==> config.mk <==
export PLATFORM = sky130hd
export DESIGN_NAME = alu_txn_ctrl
export DESIGN_NICKNAME = d
export VERILOG_FILES = /design/src/rtl/alu_pkg.sv /design/src/rtl/alu_cmd_fifo.sv /design/src/rtl/alu_txn_ctrl.sv
export SDC_FILE = /design/constraint.sdc
export NUM_CORES = 1
export LEC_CHECK = 0
export CELL_PAD_IN_SITES_DETAIL_PLACEMENT = 1
export CELL_PAD_IN_SITES_GLOBAL_PLACEMENT = 1
export CORE_ASPECT_RATIO = 0.7
export CORE_MARGIN = 2
export CORE_UTILIZATION = 30
export CTS_CLUSTER_DIAMETER = 30
export DETAILED_ROUTE_END_ITERATION = 10
export GPL_ROUTABILITY_DRIVEN = 0
export PLACE_DENSITY = 0.66
export SYNTH_ARGS = -nofsm -noshare
export SYNTH_HDL_FRONTEND = slang
export SYNTH_SLANG_ARGS = --single-unit
==> constraint.sdc <==
create_clock -name clk -period 2.5 [get_ports clk]
set_input_delay 0.5 -clock clk [delete_from_list [all_inputs] [get_ports clk]]
set_output_delay 0.5 -clock clk [all_outputs]
set_load 0.005 [all_outputs]
==> src/rtl/alu_pkg.sv <==
// Shared types and constants for the ALU transaction front end.
// Optional build macro: ALU_TXN_CHECK_EN (enables the internal result model).
package alu_pkg;

    localparam int DATA_W = 8;
    localparam int OP_W   = 3;

    localparam logic [OP_W-1:0] OP_ADD = 3'b000;
    localparam logic [OP_W-1:0] OP_SUB = 3'b001;

    // One queued ALU command.
    typedef struct packed {
        logic [DATA_W-1:0] a;
        logic [DATA_W-1:0] b;
        logic [OP_W-1:0]   op;
    } cmd_t;

    // Sequencer states; the encoding is visible on the debug port.
    typedef enum logic [1:0] {
        ST_IDLE  = 2'd0,
        ST_DRIVE = 2'd1,
        ST_RESP  = 2'd2
    } state_t;

    // Reference result the ALU should return for a command.
    // Unsupported opcodes are expected to come back as zero.
    function automatic logic [DATA_W-1:0] alu_model(input cmd_t c);
        logic [DATA_W-1:0] r;
        r = '0;
        case (c.op)
            OP_ADD:  r = c.a + c.b;
            OP_SUB:  r = c.a - c.b;
            default: r = '0;
        endcase
        return r;
    endfunction

endpackage

==> src/rtl/alu_cmd_fifo.sv <==
// Synchronous command FIFO for alu_txn_ctrl.
// Pointers carry one extra wrap bit so full and empty are distinguishable
// without a separate occupancy counter.
module alu_cmd_fifo
    import alu_pkg::*;
#(
    parameter int DEPTH = 4
) (
    input  logic clk,
    input  logic rst_n,
    input  logic push,
    input  cmd_t push_data,
    input  logic pop,
    output cmd_t head,
    output logic full,
    output logic empty
);

    localparam int AW = $clog2(DEPTH);

    logic [AW:0] wr_ptr;
    logic [AW:0] rd_ptr;
    cmd_t        mem [DEPTH];

    assign full  = (wr_ptr[AW] != rd_ptr[AW]) && (wr_ptr[AW-1:0] == rd_ptr[AW-1:0]);
    assign empty = (wr_ptr == rd_ptr);
    assign head  = mem[rd_ptr[AW-1:0]];

    // Pointer update; a push while full is dropped even if a pop happens in the same cycle.
    always_ff @(posedge clk) begin
        if (!rst_n) begin
            wr_ptr <= '0;
            rd_ptr <= '0;
        end else begin
            if (push && !full) begin
                wr_ptr <= wr_ptr + 1'b1;
            end
            if (pop && !empty) begin
                rd_ptr <= rd_ptr + 1'b1;
            end
        end
    end

    // Storage write; contents need no reset because empty masks stale entries.
    always_ff @(posedge clk) begin
        if (push && !full) begin
            mem[wr_ptr[AW-1:0]] <= push_data;
        end
    end

endmodule

==> src/rtl/alu_txn_ctrl.sv <==
// Transaction front end for the 8-bit combinational ALU.
// Commands are buffered in a FIFO, driven onto the ALU, held for
// SETTLE_CYCLES, then the sampled result is returned on the response port.
// Optional build macro: ALU_TXN_CHECK_EN compares the ALU against an
// internal model and flags disagreement on rsp_mismatch.
//
// Handshakes: a transfer happens on a rising edge where valid && ready.
// A producer holds valid and its payload stable until the transfer; ready
// may be asserted independently of valid. cmd_ready depends only on the
// FIFO full flag, and rsp_* never change while rsp_valid && !rsp_ready.
module alu_txn_ctrl
    import alu_pkg::*;
#(
    parameter int DEPTH         = 4,
    parameter int SETTLE_CYCLES = 2
) (
    input  logic              clk,
    input  logic              rst_n,
    input  logic              cmd_valid,
    output logic              cmd_ready,
    input  logic [DATA_W-1:0] cmd_a,
    input  logic [DATA_W-1:0] cmd_b,
    input  logic [OP_W-1:0]   cmd_op,
    output logic [DATA_W-1:0] alu_a,
    output logic [DATA_W-1:0] alu_b,
    output logic [OP_W-1:0]   alu_op,
    input  logic [DATA_W-1:0] alu_result,
    output logic              rsp_valid,
    input  logic              rsp_ready,
    output logic [DATA_W-1:0] rsp_result,
    output logic [OP_W-1:0]   rsp_op,
    output logic              rsp_err,
    output logic              rsp_mismatch,
    output logic              busy,
    output state_t            dbg_state
);

    localparam int CNT_W = (SETTLE_CYCLES > 1) ? $clog2(SETTLE_CYCLES) : 1;
    localparam logic [CNT_W-1:0] CNT_INIT = CNT_W'(SETTLE_CYCLES - 1);

    state_t           state;
    logic [CNT_W-1:0] settle_cnt;
    cmd_t             fifo_in;
    cmd_t             fifo_head;
    logic             fifo_full;
    logic             fifo_empty;
    logic             fifo_push;
    logic             fifo_pop;

    assign fifo_in   = '{a: cmd_a, b: cmd_b, op: cmd_op};
    assign cmd_ready = !fifo_full;
    assign fifo_push = cmd_valid && cmd_ready;
    // Only IDLE pops, so a response hand-off never overlaps the next pop.
    assign fifo_pop  = (state == ST_IDLE) && !fifo_empty;
    assign busy      = (state != ST_IDLE) || !fifo_empty;
    assign dbg_state = state;

    alu_cmd_fifo #(
        .DEPTH (DEPTH)
    ) u_fifo (
        .clk       (clk),
        .rst_n     (rst_n),
        .push      (fifo_push),
        .push_data (fifo_in),
        .pop       (fifo_pop),
        .head      (fifo_head),
        .full      (fifo_full),
        .empty     (fifo_empty)
    );

`ifdef ALU_TXN_CHECK_EN
    cmd_t alu_cur;
    assign alu_cur = '{a: alu_a, b: alu_b, op: alu_op};
`else
    assign rsp_mismatch = 1'b0;
`endif

    // Sequencer: load ALU inputs, wait the settle window, capture and hand off the result.
    always_ff @(posedge clk) begin
        if (!rst_n) begin
            state      <= ST_IDLE;
            settle_cnt <= '0;
            alu_a      <= '0;
            alu_b      <= '0;
            alu_op     <= '0;
            rsp_valid  <= 1'b0;
            rsp_result <= '0;
            rsp_op     <= '0;
            rsp_err    <= 1'b0;
`ifdef ALU_TXN_CHECK_EN
            rsp_mismatch <= 1'b0;
`endif
        end else begin
            case (state)
                ST_IDLE: begin
                    if (!fifo_empty) begin
                        alu_a      <= fifo_head.a;
                        alu_b      <= fifo_head.b;
                        alu_op     <= fifo_head.op;
                        settle_cnt <= CNT_INIT;
                        state      <= ST_DRIVE;
                    end
                end
                ST_DRIVE: begin
                    if (settle_cnt == '0) begin
                        rsp_result <= alu_result;
                        rsp_op     <= alu_op;
                        rsp_err    <= (alu_op > OP_SUB);
                        rsp_valid  <= 1'b1;
`ifdef ALU_TXN_CHECK_EN
                        rsp_mismatch <= (alu_result != alu_model(alu_cur));
`endif
                        state      <= ST_RESP;
                    end else begin
                        settle_cnt <= settle_cnt - 1'b1;
                    end
                end
                ST_RESP: begin
                    if (rsp_ready) begin
                        rsp_valid <= 1'b0;
                        state     <= ST_IDLE;
                    end
                end
                default: begin
                    state <= ST_IDLE;
                end
            endcase
        end
    end

endmodule

==> key figures <==
Outcome
  • Run status: completed

Route
  • Vias per cell: 4.51
  • Number of iterations in the first detailed-routing pass: 4
  • Post-route ant nets: 0
  • Violation count after the first detailed-route iteration: 125
  • Routed wire per std cell: 16.1 um
  • Count of unresolved DRC violations after routing: 0
  • Routed vias: 2721
  • Total wire length: 9.69 mm

Power and ir drop
  • Switching share of total power: 28.0%
  • Maximum vdd ir drop: 0.518 mV
  • LEAKAGE: 2.19 nW
  • Cell-internal power: 4.91 mW
  • Switching power: 1.91 mW
  • Areal power density over the cells: 1110 mW/mm^2
  • Sequential group share of total power: 37.5%
  • Share of total power in combinational logic: 26.7%
  • Clock Power Share: 35.8%
  • Overall power consumption: 6.82 mW

Floorplanning
  • Number of primary I/O pins: 68
  • Floorplan die height: 108 um
  • Die Footprint: 0.0164 sq mm
  • Initial standard-cell utilization of the core: 31.0%
  • Horizontal extent of the die: 152 um
  • Floorplan row count: 37
  • Core footprint: 0.0149 sq mm

Timing
  • Setup repair after global routing missed its margin: false
  • Fin worst setup slack: 0.122 ns
  • Final setup vio count: 0
  • Final hold violations: 0
  • Min cycle time layout: 2.38 ns
  • Slew Viols, Final: 0
  • Transition time of the tightest slew-check pin: 0.586 ns
  • Aggregate negative setup slack: 0 ns
  • Share of the clock period used by the worst path after layout: 95.1%
  • Layout Skew: 0.00835 ns
  • Slew margin rel.: 60.9%
  • Max Freq: 420 MHz

Cells and area
  • Final design instance area without fill: 0.00615 sq mm
  • Diodes inserted: 0
  • Layout overhead on the synthesized area: 33.3%
  • Register area: 0.00310 sq mm
  • Post-layout net count: 431
  • Combined area of the multi-input logic cells: 0.00138 sq mm
  • Fraction of layout instances using a drive strength above 1: 18.4%
  • Filler Cell Count: 1503
  • Final cell utilization of the core: 41.4%

Yosys
  • Most frequently used cell type in the post-synthesis netlist: edfxtp_1
  • Synthesized netlist net count: 347
  • Syn avg cell area: 14.8 sq um
  • Seq/Total Area, Yosys: 67.3%
  • Top cell type's share of synthesized area: 49.5%
  • Cell taking the most area after synthesis: edfxtp_1
  • Number of different library cells in the post-synthesis netlist: 37
  • Primary FF master, synth: edfxtp_1
  • Number of enable-type register cells in the synthesized netlist: 76
  • Asr flop ratio synth: 0%
  • Mapped Cells: 311
  • Cell types with the largest area share after synthesis: edfxtp_1 (49%), dfxtp_1 (18%), mux4_2 (9.3%)
  • Most used standard cells in the synthesized netlist: edfxtp_1 (76), nand2_1 (69), dfxtp_1 (41)
  • Synth warnings: 0
  • Post-synthesis instance area: 0.00461 sq mm
  • Count of state elements after synthesis: 117

Clock tree
  • Root buffer cell: clkbuf_16
  • CTS clock-pin slew for the worst setup and hold paths: 0.06 ns
  • Number of CTS-inserted buffers: 17
  • Clock latency reported for the late side of the worst-skew pair: 0.41 ns
  • CTS tree: yes
  • TritonCTS sink count: 117
  • Cts-stage hold buffer count: 0
  • Setup repair bufs after CTS: 0
  • Bufs on Longest Clock Path: 2
  • # H-tree levels: 4
  • Quantity of gates resized following cts: 0

Setup path
  • Critical path fanouts, max: 6
  • CP Data Required Time: 2.00 ns
  • Destination of the worst register-to-register timing path: alu_b[4]
  • Number of cells on the worst reg-to-reg path: 5
  • Startpoint kind of the worst setup timing path: flop
  • Critical path class: reg2out
  • Arrival time of data at the critical path endpoint: 1.88 ns
  • Launching point of the worst reg2reg path: u_fifo.rd_ptr[0]
  • Reg-to-reg slack, setup: 0.71 ns
  • Capture point of the worst path: busy
  • Crit end category: output port
  • Launching element of the worst setup path: u_fifo.wr_ptr[0]

GRT
  • Number of antenna violations at the first check in global routing: 0
  • Via count of the first global-routing pass: 2946
  • Wire length of the first global-routing pass: 15.7 mm
  • Gr ovfl total: 0
  • GRT Total Usage: 12.9%
  • Largest net degree at the start of global routing: 32

Placement
  • Port bufs: 66
  • HPWL after detailed placement: 6.48 mm
  • Instance area after placement: 0.00554 sq mm
  • Worst slack, placed: 0.418 ns

Run
  • Max Cap Violations: 0

Min path
  • Type of the most critical hold path: reg2reg
[worst max-delay path: stages, from the launching register on]
cell and delay, ns:
dfxtp_1 0.37, xnor2_1 0.41, nand4_1 0.17, clkdlybuf4s50_1 0.51
[routing by layer]
metal | track usage [%] | wire (um)
met1 | 15.9 | 4630
met2 | 20.6 | 4390
met3 | 4.23 | 491
met4 | 6.21 | 182
met5 | 0 | 0
[area by class of cell]
cell class                      count  area share, %
Sequential cell                   117           50.5
Multi-Input combinational cell    168           22.5
Timing Repair Buffer               84           12.9
Clock buffer                       19           7.39
Tap cell                          195           3.97
Clock inverter                     13           2.40
Inverter                            7          0.427
[cells in the final DEF, fill, tap and decap left out, drive strengths merged, types with 4 or more instances in the layout]
master	count
clkbuf	19
clkinv	5
ha	5
clkdlybuf4s50	65
dfxtp	41
a21boi	12
mux2i	23
buf	19
nand2	69
edfxtp	76
mux4	19
and2	4
inv	10
[power by group through the flow]
stage | logic [mW] | clock network, mW | registers, mW
final | 1.82 | 2.44 | 2.56
after global routing | 1.99 | 2.58 | 2.61
after CTS | 1.86 | 2.49 | 2.56
after detailed placement | 1.84 | 0 | 2.60
after global placement | 1.82 | 0 | 2.58
after floorplan | 1.08 | 0 | 2.58
[kinds of logic after synthesis]
group | share of synthesized area, %
AOI/OAI and AO/OA | 4.53
xor gates and xnor gates | 1.30
adders and majority gates | 1.36
buffers and inverters | 2.93
DFF | 67.3
muxes | 14.3
other | 0.0813
and+or+nand+nor | 8.27
[registers in the layout, summed over array words and instances, names as in the netlist, 2 cells and up]
signal         flops
u_fifo.mem        76
alu_a              8
alu_b              8
rsp_result         8
alu_op             3
rsp_op             3
u_fifo.rd_ptr      3
u_fifo.wr_ptr      3
dbg_state          2
[worst min path at each step]
stage	cells after the start	from	to	slack, ns
4_1_cts	2	alu_b[5]	alu_b[5]	0.47
5_1_grt	2	alu_b[5]	alu_b[5]	0.49
2_1_floorplan	2	alu_a[0]	alu_a[0]	0.45
6_report	2	alu_b[5]	alu_b[5]	0.46
3_3_place_gp	2	rsp_result[0]	rsp_result[0]	0.45
3_5_place_dp	2	alu_b[5]	alu_b[5]	0.45
[stage by stage]
step | std cells | hold slack [ns]
2_1_floorplan | 311 | 0.454
3_3_place_gp | 571 | 0.448
6_report | 603 | 0.462
3_5_place_dp | 571 | 0.455
4_1_cts | 603 | 0.466
5_1_grt | 603 | 0.490
Note: power is estimated with default switching activity, not from simulation.
